### src/rtl/fetch_queue_if.sv
// ----------------------------------------------------------------------------
// fetch_queue_if
// Purpose : groups the fetch-side and decode-side signals of the fetch queue
//           into one bundle.
// Signals :
//   i_pc, i_instr   fetch address and the instruction-memory data for it
//   i_flush         redirect; drops every queued and in-flight fetch
//   i_id_ready      decode accepts the head entry this cycle
//   o_pc_en         PC advance enable back to the PC stage
//   o_id_valid      head entry valid for decode
//   o_id_pc         head entry PC
//   o_id_instr      head entry instruction (NOP when empty)
//   o_count         number of occupied entries
// Modports: master = fetch/decode environment, slave = the queue itself.
// ----------------------------------------------------------------------------
interface fetch_queue_if #(
    parameter int unsigned DEPTH = 4
);
    localparam int unsigned CNT_W = $clog2(DEPTH) + 1;

    logic [31:0]      i_pc;
    logic [31:0]      i_instr;
    logic             i_flush;
    logic             i_id_ready;
    logic             o_pc_en;
    logic             o_id_valid;
    logic [31:0]      o_id_pc;
    logic [31:0]      o_id_instr;
    logic [CNT_W-1:0] o_count;

    modport master (
        output i_pc,
        output i_instr,
        output i_flush,
        output i_id_ready,
        input  o_pc_en,
        input  o_id_valid,
        input  o_id_pc,
        input  o_id_instr,
        input  o_count
    );

    modport slave (
        input  i_pc,
        input  i_instr,
        input  i_flush,
        input  i_id_ready,
        output o_pc_en,
        output o_id_valid,
        output o_id_pc,
        output o_id_instr,
        output o_count
    );
endinterface

### src/rtl/fetch_queue.sv
// ----------------------------------------------------------------------------
// fetch_queue
// Purpose : circular buffer of {pc, instr} pairs between the fetch stage and
//           the decode stage. Fetches are pushed whenever there is room, the
//           head entry is presented to decode, and a redirect empties the
//           queue in one cycle.
// Ports   :
//   i_clk     clock, all state updates on the rising edge
//   i_reset   asynchronous active-low reset, clears count, pointers and
//             every entry immediately
//   bus       fetch_queue_if slave modport (fetch inputs, decode outputs,
//             PC enable and occupancy)
// Parameter DEPTH: number of entries, power of two from 2 to 16.
// ----------------------------------------------------------------------------
module fetch_queue #(
    parameter int unsigned DEPTH = 4
) (
    input  logic          i_clk,
    input  logic          i_reset,
    fetch_queue_if.slave  bus
);

    localparam int unsigned PTR_W     = $clog2(DEPTH);
    localparam int unsigned CNT_W     = $clog2(DEPTH) + 1;
    localparam logic [31:0] NOP_INSTR = 32'h0000_0013;

    typedef struct packed {
        logic [31:0] pc;
        logic [31:0] instr;
    } entry_t;

    localparam entry_t ENTRY_RST = '{pc: 32'h0000_0000, instr: NOP_INSTR};

    logic [PTR_W-1:0] wr_ptr_q, wr_ptr_d;
    logic [PTR_W-1:0] rd_ptr_q, rd_ptr_d;
    logic [CNT_W-1:0] count_q,  count_d;
    entry_t           mem_q [DEPTH];

    logic   full;
    logic   valid;
    logic   push;
    logic   pop;
    entry_t head;

    // Occupancy decode; flush overrides both push and pop.
    assign full  = (count_q == CNT_W'(DEPTH));
    assign valid = (count_q != '0);
    assign push  = !full && !bus.i_flush;
    assign pop   = valid && bus.i_id_ready && !bus.i_flush;

    // Next-state for pointers and count. Pointers wrap naturally since
    // DEPTH is a power of two.
    always_comb begin
        wr_ptr_d = wr_ptr_q;
        rd_ptr_d = rd_ptr_q;
        count_d  = count_q;
        if (bus.i_flush) begin
            wr_ptr_d = '0;
            rd_ptr_d = '0;
            count_d  = '0;
        end else begin
            if (push) begin
                wr_ptr_d = wr_ptr_q + PTR_W'(1);
            end
            if (pop) begin
                rd_ptr_d = rd_ptr_q + PTR_W'(1);
            end
            count_d = count_q + CNT_W'(push) - CNT_W'(pop);
        end
    end

    // Pointer and count registers.
    always_ff @(posedge i_clk or negedge i_reset) begin
        if (!i_reset) begin
            wr_ptr_q <= '0;
            rd_ptr_q <= '0;
            count_q  <= '0;
        end else begin
            wr_ptr_q <= wr_ptr_d;
            rd_ptr_q <= rd_ptr_d;
            count_q  <= count_d;
        end
    end

    // Entry storage; cleared to NOP entries on reset, untouched by flush
    // because a zero count already hides stale contents.
    always_ff @(posedge i_clk or negedge i_reset) begin
        if (!i_reset) begin
            for (int unsigned i = 0; i < DEPTH; i++) begin
                mem_q[i] <= ENTRY_RST;
            end
        end else if (push) begin
            mem_q[wr_ptr_q] <= '{pc: bus.i_pc, instr: bus.i_instr};
        end
    end

    // Head entry is read straight from storage; empty queue shows a NOP.
    assign head = valid ? mem_q[rd_ptr_q] : ENTRY_RST;

    assign bus.o_id_valid = valid;
    assign bus.o_id_pc    = head.pc;
    assign bus.o_id_instr = head.instr;
    assign bus.o_count    = count_q;

    // The PC may advance whenever this fetch can be stored, or on a redirect
    // so the branch target is loaded. Decode readiness is deliberately not
    // part of this term, keeping the PC loop free of the decode path.
    assign bus.o_pc_en    = !full || bus.i_flush;

endmodule

### src/flat_wrapper.sv
// flat-port wrapper written by rule: the top's interface ports become plain ports
module fetch_queue_flat 
#(
    parameter int unsigned DEPTH = 4
)
  (i_clk, i_reset, bus_i_pc, bus_i_instr, bus_i_flush, bus_i_id_ready, bus_o_pc_en, bus_o_id_valid, bus_o_id_pc, bus_o_id_instr, bus_o_count);
  fetch_queue_if #(.DEPTH(DEPTH)) bus_i ();
  input  logic i_clk;
  input  logic i_reset;
  input wire logic [$bits(bus_i.i_pc)-1:0] bus_i_pc;
  input wire logic [$bits(bus_i.i_instr)-1:0] bus_i_instr;
  input wire logic [$bits(bus_i.i_flush)-1:0] bus_i_flush;
  input wire logic [$bits(bus_i.i_id_ready)-1:0] bus_i_id_ready;
  output wire logic [$bits(bus_i.o_pc_en)-1:0] bus_o_pc_en;
  output wire logic [$bits(bus_i.o_id_valid)-1:0] bus_o_id_valid;
  output wire logic [$bits(bus_i.o_id_pc)-1:0] bus_o_id_pc;
  output wire logic [$bits(bus_i.o_id_instr)-1:0] bus_o_id_instr;
  output wire logic [$bits(bus_i.o_count)-1:0] bus_o_count;
  assign bus_i.i_pc = bus_i_pc;
  assign bus_i.i_instr = bus_i_instr;
  assign bus_i.i_flush = bus_i_flush;
  assign bus_i.i_id_ready = bus_i_id_ready;
  assign bus_o_pc_en = bus_i.o_pc_en;
  assign bus_o_id_valid = bus_i.o_id_valid;
  assign bus_o_id_pc = bus_i.o_id_pc;
  assign bus_o_id_instr = bus_i.o_id_instr;
  assign bus_o_count = bus_i.o_count;
  fetch_queue #(.DEPTH(DEPTH)) u_core (.i_clk(i_clk), .i_reset(i_reset), .bus(bus_i));
endmodule
### config.mk
export PLATFORM = sky130hd
export DESIGN_NAME = fetch_queue_flat
export DESIGN_NICKNAME = d
export VERILOG_FILES = /design/src/rtl/fetch_queue_if.sv /design/src/rtl/fetch_queue.sv /design/src/flat_wrapper.sv
export SDC_FILE = /design/constraint.sdc
export NUM_CORES = 1
export LEC_CHECK = 0
export ABC_CLOCK_PERIOD_IN_PS = 2940
export CORE_MARGIN = 5
export CORE_UTILIZATION = 50
export DETAILED_ROUTE_END_ITERATION = 16
export HOLD_SLACK_MARGIN = 0.12
export PLACE_DENSITY = 0.75
export SYNTH_ARGS = -nofsm -noshare
export SYNTH_HDL_FRONTEND = slang
export SYNTH_SLANG_ARGS = --single-unit
### constraint.sdc
create_clock -name i_clk -period 2.94 [get_ports i_clk]
set_clock_uncertainty 0.05 [all_clocks]
set_input_delay 0.882 -clock i_clk [delete_from_list [all_inputs] [get_ports i_clk]]
set_output_delay 0.882 -clock i_clk [all_outputs]
set_load 0.01 [all_outputs]
==> flow_summary.toml, run 1 <==
[power]
ir_drop_mv = 0.824
power_density_nw_per_um2 = 1200
leakage_nw = 6.41

[synth]
ys_seq_area_share_pct = 54.9
yosysTopAreaCell = "dfrtp_1"
synth_edf_count = 0
syn_area_per_cell_um2 = 16.4
yosysTopAreaCellShare_pct = 52.3
synthCells = 735
ys_ff_latch = 263
synthArstFlopShare_pct = 100
ys_warn_count = 0
synthesis.nets = 810
synth_common_cells = "mux2_2, dfrtp_1, mux4_2, and2_1, buf_6"
synthFlopType = "dfrtp_1"
synth.distinct_cells = 28
yosysMostFrequentCell = "mux2_2"
ys_top_cells_by_area = "dfrtp_1, mux2_2, mux4_2"
syn_area_um2 = 12000

[final_layout]
num-fill-cells = 1696
area_delta_synth_final_pct = 27.5
drive_above_1_share_pct = 60.2
final_cells = 1249
stdcell_area_um2 = 15300
nets = 985
antenna_cells = 0

[placement]
pre_cts_ws_ns = -0.107
placed_area_um2 = 14000
placedCellCount = 1184
gp_congestion = 0.755
port_buffers = 136
dp_hpwl_mm = 17.5

[timing]
finalCriticalPeriod_ns = 3.09
max_freq_ghz = 0.323
final-max-slew-violation-count = 0
fin_ws_ns = -0.153
rsz0062_at_grt = "true"
worst_pin_slew_ns = 0.442
finalSetupViolCount = 59
finalHoldViolCount = 0
relSlewSlack_pct = 70.6
period_share_pct = 105

[routing]
vias_per_cell = 5.55
drtIter0Drc = 282
drc = 0
antenna_left = 0
drt-total-wl_mm = 26.8
wire_per_inst_um = 21.4
dr.pass1.iters = 4
via_count = 6927

[floorplanning]
start_util_pct = 51.1
die_x_um = 165
num_rows = 56
die-height_um = 165
die-area_um2 = 27200
io_pins = 137
core_um2 = 23500

[cts]
cts_hold_buf = 0
htree_levels = 1
insertion_delay_ns = 0.52
clk_path_buf_depth = 3
cts_tree = "done"
numClockSinks = 263
clkTransAtPathRegs_ns = 0.06
cts_made_buffers = 28
cts-root-buf = "clkbuf_16"

[global_routing]
grt_pass1_vias = 8020
antenna_found_initial = 0
grt_overflow = 0
track_usage_pct = 20.5
grt_max_degree = 65
grt_pass1_wl_mm = 44.3

[critical_path]
end_kind = "output port"
path_common_cell = "buf_12"
crit_fanout = 6
cp.required_ns = 2.01
crit_path_cell_trace = "buf_12 -> buf_12 -> buf_12 -> mux4_2 -> and2_1 -> buf_2"
cp.arrival_ns = 2.16
path_class = "register to output port"
start_kind = "register"
worst_path_max_delay_cell = "dfrtp_4"
critPathMaxStageDelay_ns = 0.52

[status]
violations = "negative setup slack"
outcome = "complete, but fails checks"

[run]
cap_viol_max_count = 0

[hold_path]
hp-class = "input port to async pin"
## final timing paths
path / slack (ns) / startpoint / cells past startpoint / endpoint
worst min register to register: 0.45 / u_core.mem_q[123]$_DFFE_PN0P_ / 1 / u_core.mem_q[123]$_DFFE_PN0P_
worst max-delay path: -0.15 / u_core.rd_ptr_q[0]$_DFFE_PN0P_ / 6 / bus_o_id_instr[17]
min in group i_clk: 0.45 / u_core.mem_q[123]$_DFFE_PN0P_ / 1 / u_core.mem_q[123]$_DFFE_PN0P_
max in group asynchronous: 1.79 / i_reset / 2 / u_core.mem_q[195]$_DFFE_PN0P_
worst min-delay path: 0.23 / i_reset / 1 / u_core.mem_q[70]$_DFFE_PN0P_
worst max register to register: 0.44 / u_core.bus.o_count[0]$_DFF_PN0_ / 11 / u_core.bus.o_count[2]$_DFF_PN0_
## kinds of logic after synthesis
family | after synthesis | share of synthesized area [%]
compound gates | 3 | 0.146
xor+xnor | 3 | 0.219
fa+ha+maj | 7 | 0.791
buf+inv | 55 | 3.62
flops | 263 | 54.9
mux | 321 | 36.1
simple gates | 83 | 4.28
## metrics by stage
step	power (mW)	utilization, %	hold slack, ns	setup TNS (ns)
floorplan	10.9	-	0.425	0
global placement	13.6	59.7	0.434	-0.161
detailed placement	14.1	59.7	0.441	-0.213
CTS	18.1	64.3	0.232	-7.75
global route	19.4	65.1	0.248	-9.00
finish	18.3	65.1	0.226	-5.49
## metal layers
layer | up-vias | track usage [%] | routed length, um
li1 | 3020 | - | -
met1 | 3743 | 27.5 | 11200
met2 | 132 | 35.5 | 14000
met3 | 32 | 3.37 | 1150
met4 | 0 | 4.23 | 444
met5 | - | 0 | 0
## worst max-delay path: cells and delay by family, from the launching register on
family | cells | cell delay (ns)
buffers and inverters | 4 | 0.55
multiplexers | 1 | 0.42
AND/OR/NAND/NOR | 1 | 0.15
flip-flops | 1 | 0.52
## layout make-up
cell class	instances	area, um^2	share of cell area, %
timing repair buffer	194	2190	14.3
clock buffer	42	865	5.64
multi-input combinational	417	5140	33.5
clock inverter	8	115	0.751
inverter	6	22.5	0.147
tap	319	399	2.60
sequential	263	6600	43.1
## flip-flops by register name, indices dropped and copies added, names as in the netlist
name / cells
u_core.mem_q: 256
u_core.bus.o_count: 3
u_core.rd_ptr_q: 2
u_core.wr_ptr_q: 2
## cell usage in the layout, fill, tap and decap left out, drive strengths merged
| master | netlist | final |
|---|---|---|
| o31ai | 1 | 1 |
| xor2 | 2 | 2 |
| ha | 6 | 6 |
| clkinv | 0 | 5 |
| dfstp | 12 | 12 |
| nor3b | 5 | 5 |
| nor3 | 2 | 2 |
| mux2 | 256 | 256 |
| clkdlybuf4s50 | 0 | 70 |
| or3 | 1 | 1 |
| nor2 | 7 | 7 |
| clkbuf | 9 | 42 |
| inv | 6 | 6 |
| nand2 | 1 | 1 |
| and2 | 62 | 62 |
| dfrtp | 251 | 251 |
| nand2b | 1 | 1 |
| nor2b | 1 | 1 |
| a21oi | 1 | 1 |
| buf | 40 | 123 |
| dlygate4sd2 | 0 | 1 |
| or2 | 3 | 3 |
| xnor2 | 1 | 1 |
| mux4 | 64 | 64 |
| o21ai | 1 | 1 |
| fa | 1 | 1 |
| bufinv | 0 | 3 |
| mux2i | 1 | 1 |
## what timing repair did
item / in CTS / in global routing
hold endpoints to repair: 0 / 0
cloned: 2 / 0
setup buffers: 10 / 7
setup endpoints to repair: 66 / 64
resized for setup: 325 / 44
pin swaps: 32 / 0
## power breakdown
part	switching, mW	internal (mW)	total [mW]
clock network	1.37	2.28	3.65
logic	2.99	5.24	8.23
registers	0.953	5.50	6.45
total	5.31	13.0	18.3
Note: power is estimated with default switching activity, not from simulation.
==> inputs of run 2 (changes only) <==
--- a/config.mk
+++ b/config.mk
@@ -7,10 +7,12 @@
 export LEC_CHECK = 0
 export ABC_CLOCK_PERIOD_IN_PS = 2940
 export CORE_MARGIN = 5
-export CORE_UTILIZATION = 50
+export CORE_UTILIZATION = 40
 export DETAILED_ROUTE_END_ITERATION = 16
 export HOLD_SLACK_MARGIN = 0.12
-export PLACE_DENSITY = 0.75
+export MAX_ROUTING_LAYER = met4
+export PLACE_DENSITY = 0.63
+export SKIP_LAST_GASP = 1
 export SYNTH_ARGS = -nofsm -noshare
 export SYNTH_HDL_FRONTEND = slang
 export SYNTH_SLANG_ARGS = --single-unit
==> run 2 against run 1 <==
The flow still finishes with violations (negative setup slack). Global-route usage down 3.9 points. Hold slack lost 0.019 ns. Combinational power up 1%. Critical endpoint is now bus_o_id_instr[1]. Final cell count is 6.7% higher. Die area rose by 23%. Sequential cell count unchanged. Sequential power shrank 1%. Utilization down 13 points. Count of clock-buffer cells in the layout decreased by 3. Sequential share of layout area down 0.38 points.
==> flow_summary.toml, run 2 (synthesis results as in run 1) <==
[routing]
antenna_left = 0
dr.pass1.iters = 4
vias_per_cell = 5.10
via_count = 6794
drt-total-wl_mm = 26.7
wire_per_inst_um = 20.1
drc = 0
drtIter0Drc = 235

[hold_path]
hp-class = "input port to async pin"

[timing]
worst_pin_slew_ns = 0.459
tns_ns = -5.52
max_freq_ghz = 0.316
period_share_pct = 108
rsz0062_at_grt = "true"
finalCriticalPeriod_ns = 3.16
relSlewSlack_pct = 69.4
finalSetupViolCount = 64
fin_ws_ns = -0.224
finalHoldViolCount = 0
final-max-slew-violation-count = 0
hold_ws_ns = 0.208

[final_layout]
num-fill-cells = 2496
drive_above_1_share_pct = 61.0
regMostFlops = "u_core.mem_q"
stdcell_area_um2 = 15500
multi_input_area_um2 = 5140
final_cells = 1333
final_cell_mix = "mux2_2, dfrtp_1, clkdlybuf4s50_1"
fin_util_pct = 52.2
largest_reg_flops = 256
regArea_um2 = 6600
area_delta_synth_final_pct = 28.6
nets = 998
final_common_cell = "mux2_2"
antenna_cells = 0

[placement]
port_buffers = 136
pre_cts_ws_ns = -0.156
gp_congestion = 0.722
dp_hpwl_mm = 16.8
placedCellCount = 1259
placed_area_um2 = 14000

[global_routing]
antenna_found_initial = 0
grt_pass1_wl_mm = 43.4
track_usage_pct = 16.6
grt_pass1_vias = 7631
grt_max_degree = 67
grt_overflow = 0

[floorplanning]
core_um2 = 29600
die-area_um2 = 33600
io_pins = 137
num_rows = 63
die-height_um = 183
start_util_pct = 40.6
die_x_um = 183

[power]
power_density_nw_per_um2 = 1180
total_power_mw = 18.2
leakage_nw = 6.46
ir_drop_mv = 0.584

[cts]
insertion_delay_ns = 0.53
cts-root-buf = "clkbuf_16"
cts_made_buffers = 28
htree_levels = 1
clkTransAtPathRegs_ns = 0.06
clk_path_buf_depth = 3
cts_tree = "done"
cts_hold_buf = 0
numClockSinks = 263

[critical_path]
crit_fanout = 8
path_class = "register to output port"
cp.arrival_ns = 2.23
cp.required_ns = 2.01
end_kind = "output port"
start_kind = "register"

[run]
cap_viol_max_count = 0

[status]
violations = "negative setup slack"
outcome = "complete, but fails checks"
run 2: per-layer routing:
layer | vias to the layer above | routed length [um] | GRT usage, %
met5 | - | 0 | -
met4 | 0 | 512 | 3.58
met3 | 34 | 990 | 2.76
met2 | 110 | 13400 | 27.3
met1 | 3584 | 11900 | 22.1
li1 | 3066 | - | -
run 2: report_power, final:
part           internal [mW]  switching [mW]  total (mW)
Clock                   2.09            1.41        3.50
Sequential              5.50           0.869        6.36
Combinational           5.38            2.98        8.35
Total                   13.0            5.26        18.2
run 2: layout make-up:
| type | instances | share of cell area (%) |
|---|---|---|
| Clock buffer | 39 | 5.26 |
| Tap cell | 390 | 3.16 |
| Clock inverter | 11 | 0.680 |
| Timing Repair Buffer | 207 | 14.8 |
| Sequential cell | 263 | 42.7 |
| Inverter | 6 | 0.146 |
| Multi-Input combinational cell | 417 | 33.3 |
run 2: worst paths after layout:
path,startpoint,depth (start not counted),slack [ns],endpoint
max in group asynchronous,i_reset,2,1.87,u_core.mem_q[210]$_DFFE_PN0P_
min in group i_clk,u_core.mem_q[158]$_DFFE_PN0P_,1,0.45,u_core.mem_q[158]$_DFFE_PN0P_
worst max register to register,u_core.bus.o_count[2]$_DFF_PN0_,11,0.53,u_core.bus.o_count[2]$_DFF_PN0_
worst max-delay path,u_core.rd_ptr_q[0]$_DFFE_PN0P_,6,-0.22,bus_o_id_instr[1]
worst min register to register,u_core.mem_q[158]$_DFFE_PN0P_,1,0.45,u_core.mem_q[158]$_DFFE_PN0P_
worst min-delay path,i_reset,1,0.21,u_core.mem_q[73]$_DFFE_PN0P_
run 2: what timing repair did:
item	4_1_cts	5_1_grt
pin swaps	1	2
gates resized for setup	344	52
buffers inserted	19	4
endpoints found under the setup margin	66	65
cloned	5	0
run 2: worst max-delay path, cell delays in order, from the launching register on:
cell and delay [ns]:
dfrtp_4 0.51, buf_6 0.14, buf_12 0.14, buf_12 0.12
mux4_2 0.42, or2_4 0.25, buf_6 0.12
==> inputs of run 3 (changes only) <==
--- a/config.mk
+++ b/config.mk
@@ -9,6 +9,7 @@
 export CORE_MARGIN = 5
 export CORE_UTILIZATION = 40
 export DETAILED_ROUTE_END_ITERATION = 16
+export GPL_ROUTABILITY_DRIVEN = 0
 export HOLD_SLACK_MARGIN = 0.12
 export MAX_ROUTING_LAYER = met4
 export PLACE_DENSITY = 0.63
==> results of run 3 <==
No change in the layout: final DEF, timing and power equal those of run 2.
